$ cat src/rtl/ma_pkg.sv
// Shared types and sizing helpers for the streaming moving-average filter.
package ma_pkg;

  typedef enum logic {
    MA_TRUNC = 1'b0,
    MA_RNDHU = 1'b1
  } ma_round_e;

  function automatic int unsigned ma_sum_w(input int unsigned w, input int unsigned log2n);
    return w + log2n;
  endfunction

  function automatic int unsigned ma_n(input int unsigned log2n);
    return 32'd1 << log2n;
  endfunction

  // Half an LSB of the shifted result; zero when truncating or when there is no shift.
  function automatic int unsigned ma_rnd(input int unsigned log2n, input ma_round_e mode);
    if (mode == MA_RNDHU && log2n != 0) return 32'd1 << (log2n - 1);
    return 32'd0;
  endfunction

endpackage

$ cat src/rtl/ma_sample_ring.sv
// N-entry flop ring holding the sample history; exposes the oldest entry at the write pointer.
module ma_sample_ring
  import ma_pkg::*;
#(
  parameter int unsigned W     = 8,
  parameter int unsigned LOG2N = 2
) (
  input  logic         clk,
  input  logic         rst,
  input  logic         clear_i,
  input  logic         push_i,
  input  logic [W-1:0] data_i,
  output logic [W-1:0] oldest_o
);

  localparam int unsigned N  = ma_n(LOG2N);
  localparam int unsigned PW = (LOG2N == 0) ? 1 : LOG2N;

  logic [W-1:0]  ring_q [N];
  logic [PW-1:0] wp_q;
  logic [PW-1:0] wp_d;

  // Pointer wraps naturally at N; a single-entry ring never advances.
  always_comb begin
    wp_d = wp_q;
    if (push_i && LOG2N != 0) wp_d = wp_q + PW'(1);
  end

  always_ff @(posedge clk) begin
    if (rst || clear_i) begin
      for (int i = 0; i < int'(N); i++) ring_q[i] <= '0;
      wp_q <= '0;
    end else begin
      if (push_i) ring_q[wp_q] <= data_i;
      wp_q <= wp_d;
    end
  end

  assign oldest_o = ring_q[wp_q];

endmodule

$ cat src/rtl/moving_avg_stream.sv
// Streaming 2^LOG2N-point moving average with valid/ready handshake, optional rounding and flush.
module moving_avg_stream
  import ma_pkg::*;
#(
  parameter int unsigned W     = 8,
  parameter int unsigned LOG2N = 2,
  parameter int unsigned ROUND = 0
) (
  input  logic         clk,
  input  logic         rst,
  input  logic         clear,
  input  logic         in_valid,
  output logic         in_ready,
  input  logic [W-1:0] x_in,
  output logic         out_valid,
  input  logic         out_ready,
  output logic [W-1:0] y_out,
  output logic         warm
);

  localparam int unsigned SW = ma_sum_w(W, LOG2N);
  localparam int unsigned N  = ma_n(LOG2N);
  localparam int unsigned CW = LOG2N + 1;
  localparam logic [SW-1:0] RND = SW'(ma_rnd(LOG2N, (ROUND != 0) ? MA_RNDHU : MA_TRUNC));

  logic          accept;
  logic [W-1:0]  oldest;
  logic [SW-1:0] nxt;
  logic [SW-1:0] rounded;
  logic [SW-1:0] sum_q, sum_d;
  logic [W-1:0]  y_q, y_d;
  logic          out_valid_q, out_valid_d;
  logic [CW-1:0] count_q, count_d;
  logic          warm_q, warm_d;

  assign in_ready = !rst && !clear && (!out_valid_q || out_ready);
  assign accept   = in_valid && in_ready;

  ma_sample_ring #(
    .W     (W),
    .LOG2N (LOG2N)
  ) u_ring (
    .clk      (clk),
    .rst      (rst),
    .clear_i  (clear),
    .push_i   (accept),
    .data_i   (x_in),
    .oldest_o (oldest)
  );

  // Running sum never underflows: it always contains the oldest entry being removed.
  always_comb begin
    nxt         = sum_q + SW'(x_in) - SW'(oldest);
    rounded     = nxt + RND;
    sum_d       = sum_q;
    y_d         = y_q;
    out_valid_d = out_valid_q;
    count_d     = count_q;
    warm_d      = warm_q;
    if (accept) begin
      out_valid_d = 1'b1;
      y_d         = W'(rounded >> LOG2N);
      sum_d       = nxt;
      if (count_q != CW'(N)) count_d = count_q + CW'(1);
      warm_d = (count_d == CW'(N));
    end else if (out_ready) begin
      out_valid_d = 1'b0;
    end
    // Flush drops history but leaves any pending result to be delivered.
    if (clear) begin
      sum_d   = '0;
      count_d = '0;
      warm_d  = 1'b0;
    end
  end

  always_ff @(posedge clk) begin
    if (rst) begin
      sum_q       <= '0;
      y_q         <= '0;
      out_valid_q <= 1'b0;
      count_q     <= '0;
      warm_q      <= 1'b0;
    end else begin
      sum_q       <= sum_d;
      y_q         <= y_d;
      out_valid_q <= out_valid_d;
      count_q     <= count_d;
      warm_q      <= warm_d;
    end
  end

  assign out_valid = out_valid_q;
  assign y_out     = y_q;
  assign warm      = warm_q;

endmodule

$ cat config.mk
export PLATFORM = sky130hd
export DESIGN_NAME = moving_avg_stream
export DESIGN_NICKNAME = d
export VERILOG_FILES = /design/src/rtl/ma_pkg.sv /design/src/rtl/ma_sample_ring.sv /design/src/rtl/moving_avg_stream.sv
export SDC_FILE = /design/constraint.sdc
export NUM_CORES = 1
export LEC_CHECK = 0
export BUFFER_PORTS_ARGS = -buffer_cell sky130_fd_sc_hd__buf_2
export CAP_MARGIN = 20
export CORE_ASPECT_RATIO = 0.9
export CORE_MARGIN = 8
export CORE_UTILIZATION = 40
export DETAILED_ROUTE_END_ITERATION = 16
export PLACE_DENSITY = 0.66
export SLEW_MARGIN = 20
export SYNTH_ARGS = -nofsm -noshare
export SYNTH_HDL_FRONTEND = slang
export SYNTH_SLANG_ARGS = --single-unit
$ cat constraint.sdc
create_clock -name clk -period 8.3 [get_ports clk]
set_input_delay 2.49 -clock clk [delete_from_list [all_inputs] [get_ports clk]]
set_output_delay 2.49 -clock clk [all_outputs]
set_load 0.005 [all_outputs]
==> results.txt <==
PwrDens -> 225 nW/um^2
DP HPWL -> 4790 um
Clk slew on worst S/H paths -> 0.06 ns
Die width -> 109 um
Adder-cell area share of the yosys netlist -> 0.0990
Synthesized Nets -> 333
Yosys reg bits -> 59
CP Buf/Inv Count -> 2
Crit. End Element -> output port
Initial core utilization -> 0.413
Storage element area -> 1500 sq um
Clk sink count -> 59
CTS max path bufs -> 2
Hold slack -> 0.455 ns
Filler instances -> 743
Fin crit share -> 0.711
DIE AREA -> 10900 sq um
FFs w/ async S/R, synth -> 0
Overall power -> 792 uW
Seq/Total Area, Yosys -> 0.479
Worst-Skew Late Latency -> 0.34 ns
Initial antenna violation count -> 0
DRT iter0 DRCs -> 87
Cells after DPL -> 404
Yosys Warn Count -> 0
Routed wire length -> 6720 um
RSZ-0062 raised after global routing -> false
Clock buffer count from CTS -> 9
Max FO, Critical Path -> 10
Post-CTS Repair Setup Buffers -> 0
Setup violations, final -> 0
Ys flop type -> edfxtp_1
CP delay by family, top -> simple AND/OR/NAND/NOR gates
Grt ovf -> 0
Layout cells sized above 1 -> 0.175
Worst Tran Pin Value -> 0.730 ns
Number of global-route vias before repair -> 2241
Cell Area, Synth -> 3130 sq um
R2R setup slack -> 4.62 ns
CP Class -> input port to output port
Startpoint Class -> input port
Setup TNS -> 0 ns
Vias post-DR -> 2203
Hold Vio Cnt, Final -> 0
Resized Gates After CTS -> 0
Total track usage -> 0.133
CP max stage delay -> 0.45 ns
Area Growth Syn to Fin -> 12.3%
Row Count -> 30
Largest net degree at the start of global routing -> 33
Post-Synth Simple-Gate Area -> 0.177
XOR/XNOR share of the synthesized area -> 0.0196
Area occupied by multi-input gates -> 1410 sq um
Worst slew margin -> 0.513
Vias per cell -> 5.23
Synth Instances -> 300
Post-synthesis mux area share -> 0.0643
IO buf count -> 23
CP max-delay cell -> nor2_1
Dpl cell area -> 3290 sq um
Final min period -> 5.90 ns
Leak pwr -> 1.47 nW
CTS Root Cell -> clkbuf_8
Worst hold path type -> flop to flop
Yosys cell types -> 49
Post-synth EDFFs -> 32
N_diodes -> 0
Die H -> 100 um
Gpl congestion -> 0.805
Count of pins over their slew limit -> 0
Core Footprint -> 7580 sq um
Post-layout instance area -> 3520 sq um
CP most frequent cell -> buf_2
Fmax achieved -> 169 MHz
Layout Cells excl Fill -> 421
Syn_area_per_cell -> 10.4 sq um
TritonRoute pass-1 iters -> 4
Outcome -> finished, final reports clean
Worst Path Arrival -> 3.41 ns
Io pins -> 24
First-pass GRT wire length -> 11100 um
Largest family of logic cells by synthesized area -> simple AND/OR/NAND/NOR gates
Nets -> 353
WP data required -> 5.81 ns
Critical Path, Cell by Cell -> buf_2 > nor2_1 > and2_1 > buf_2
Final ANT Viol Nets -> 0
Max-Cap Viols -> 0
CTS tree -> yes
Hold-fix buffers, CTS -> 0
Compound-Gate Fraction of Synth Area -> 0.0887
Peak supply drop -> 107 uV
Max H-tree Level -> 3
Worst Skew -> 0.0103 ns
Wire per inst -> 16.0 um
Post-route DRC -> 0
-- final cells by class --
class                           count  share of cell area
Tap cell                           96              0.0342
Clock inverter                      5              0.0221
Timing Repair Buffer               25              0.0391
Sequential cell                    59               0.427
Inverter                           38              0.0406
Clock buffer                       11              0.0374
Multi-Input combinational cell    187               0.400
-- state kept, by name (all words and copies together), names as in the netlist, named ones only --
register,cells
u_ring.wp_q,2
y_out,8
u_ring.ring_q,32
warm,1
out_valid,1
count_q,3
sum_q,10
-- tightest hold or removal path, cell delays in order (launching register included) --
cell and delay (ns):
dfxtp_1 0.31, nand2_1 0.05, a21oi_1 0.05
-- placed cells by master, fill, tap and decap left out, types with 3 or more instances in the layout --
master and n:
inv_1 38, edfxtp_1 32, nand2_1 29, dfxtp_1 27
buf_2 23, nor2_1 20, a21oi_1 20, nor4_1 14
and2_1 13, ha_1 12, clkbuf_8 9, mux4_2 8
fa_1 8, nor3_1 6, a21o_1 5, xnor2_1 5
and3_1 3, nand2b_1 3, o21ai_0 3, a211oi_1 3
or3_1 3, o31ai_1 3
-- through the flow --
stage           util  setup slack (ns)
6_report       0.464              2.40
4_1_cts        0.462              2.40
3_5_place_dp   0.434              2.40
5_1_grt        0.464              2.29
2_1_floorplan      -              2.69
3_3_place_gp   0.434              2.42
-- report_power, final --
part	internal, mW	switching [mW]	leakage, nW	total (mW)
combinational	0.0751	0.0993	0.788	0.174
sequential	0.327	0.0112	0.576	0.338
clock	0.168	0.111	0.103	0.280
-- Yosys cell counts (all sizes together) (8+ instances only) --
master | count | area share
inv | 38 | 0.046
nor2 | 21 | 0.028
fa | 8 | 0.051
edfxtp | 32 | 0.31
ha | 12 | 0.048
mux4 | 8 | 0.058
dfxtp | 27 | 0.17
nand2 | 29 | 0.035
a21oi | 20 | 0.032
and2 | 13 | 0.026
clkbuf | 10 | 0.015
nor4 | 14 | 0.028
-- per-layer routing --
layer | share of wire | track usage | vias to the layer above
li1 | - | - | 1080
met3 | 0.041 | 0.0263 | 7
met2 | 0.50 | 0.215 | 47
met4 | 0.012 | 0.0685 | 0
met1 | 0.44 | 0.164 | 1069
met5 | 0 | 0 | -
-- final timing paths --
path | cells past startpoint | startpoint | to
worst max-delay path | 4 | rst | in_ready
worst min-delay path | 2 | sum_q[2]$_SDFFE_PP0P_ | sum_q[2]$_SDFFE_PP0P_
worst max register to register | 10 | flop | sum_q[9]$_SDFFE_PP0P_
worst min register to register | 2 | sum_q[2]$_SDFFE_PP0P_ | sum_q[2]$_SDFFE_PP0P_
-- cells by family (layout without fill, tap and decap cells) --
logic type	Yosys count	after routing
simple gates	106	106
flops	59	59
buf+inv	54	79
compound gates	44	44
fa+ha+maj	20	20
mux	10	10
xor+xnor	7	7
Note: power is estimated with default switching activity, not from simulation.
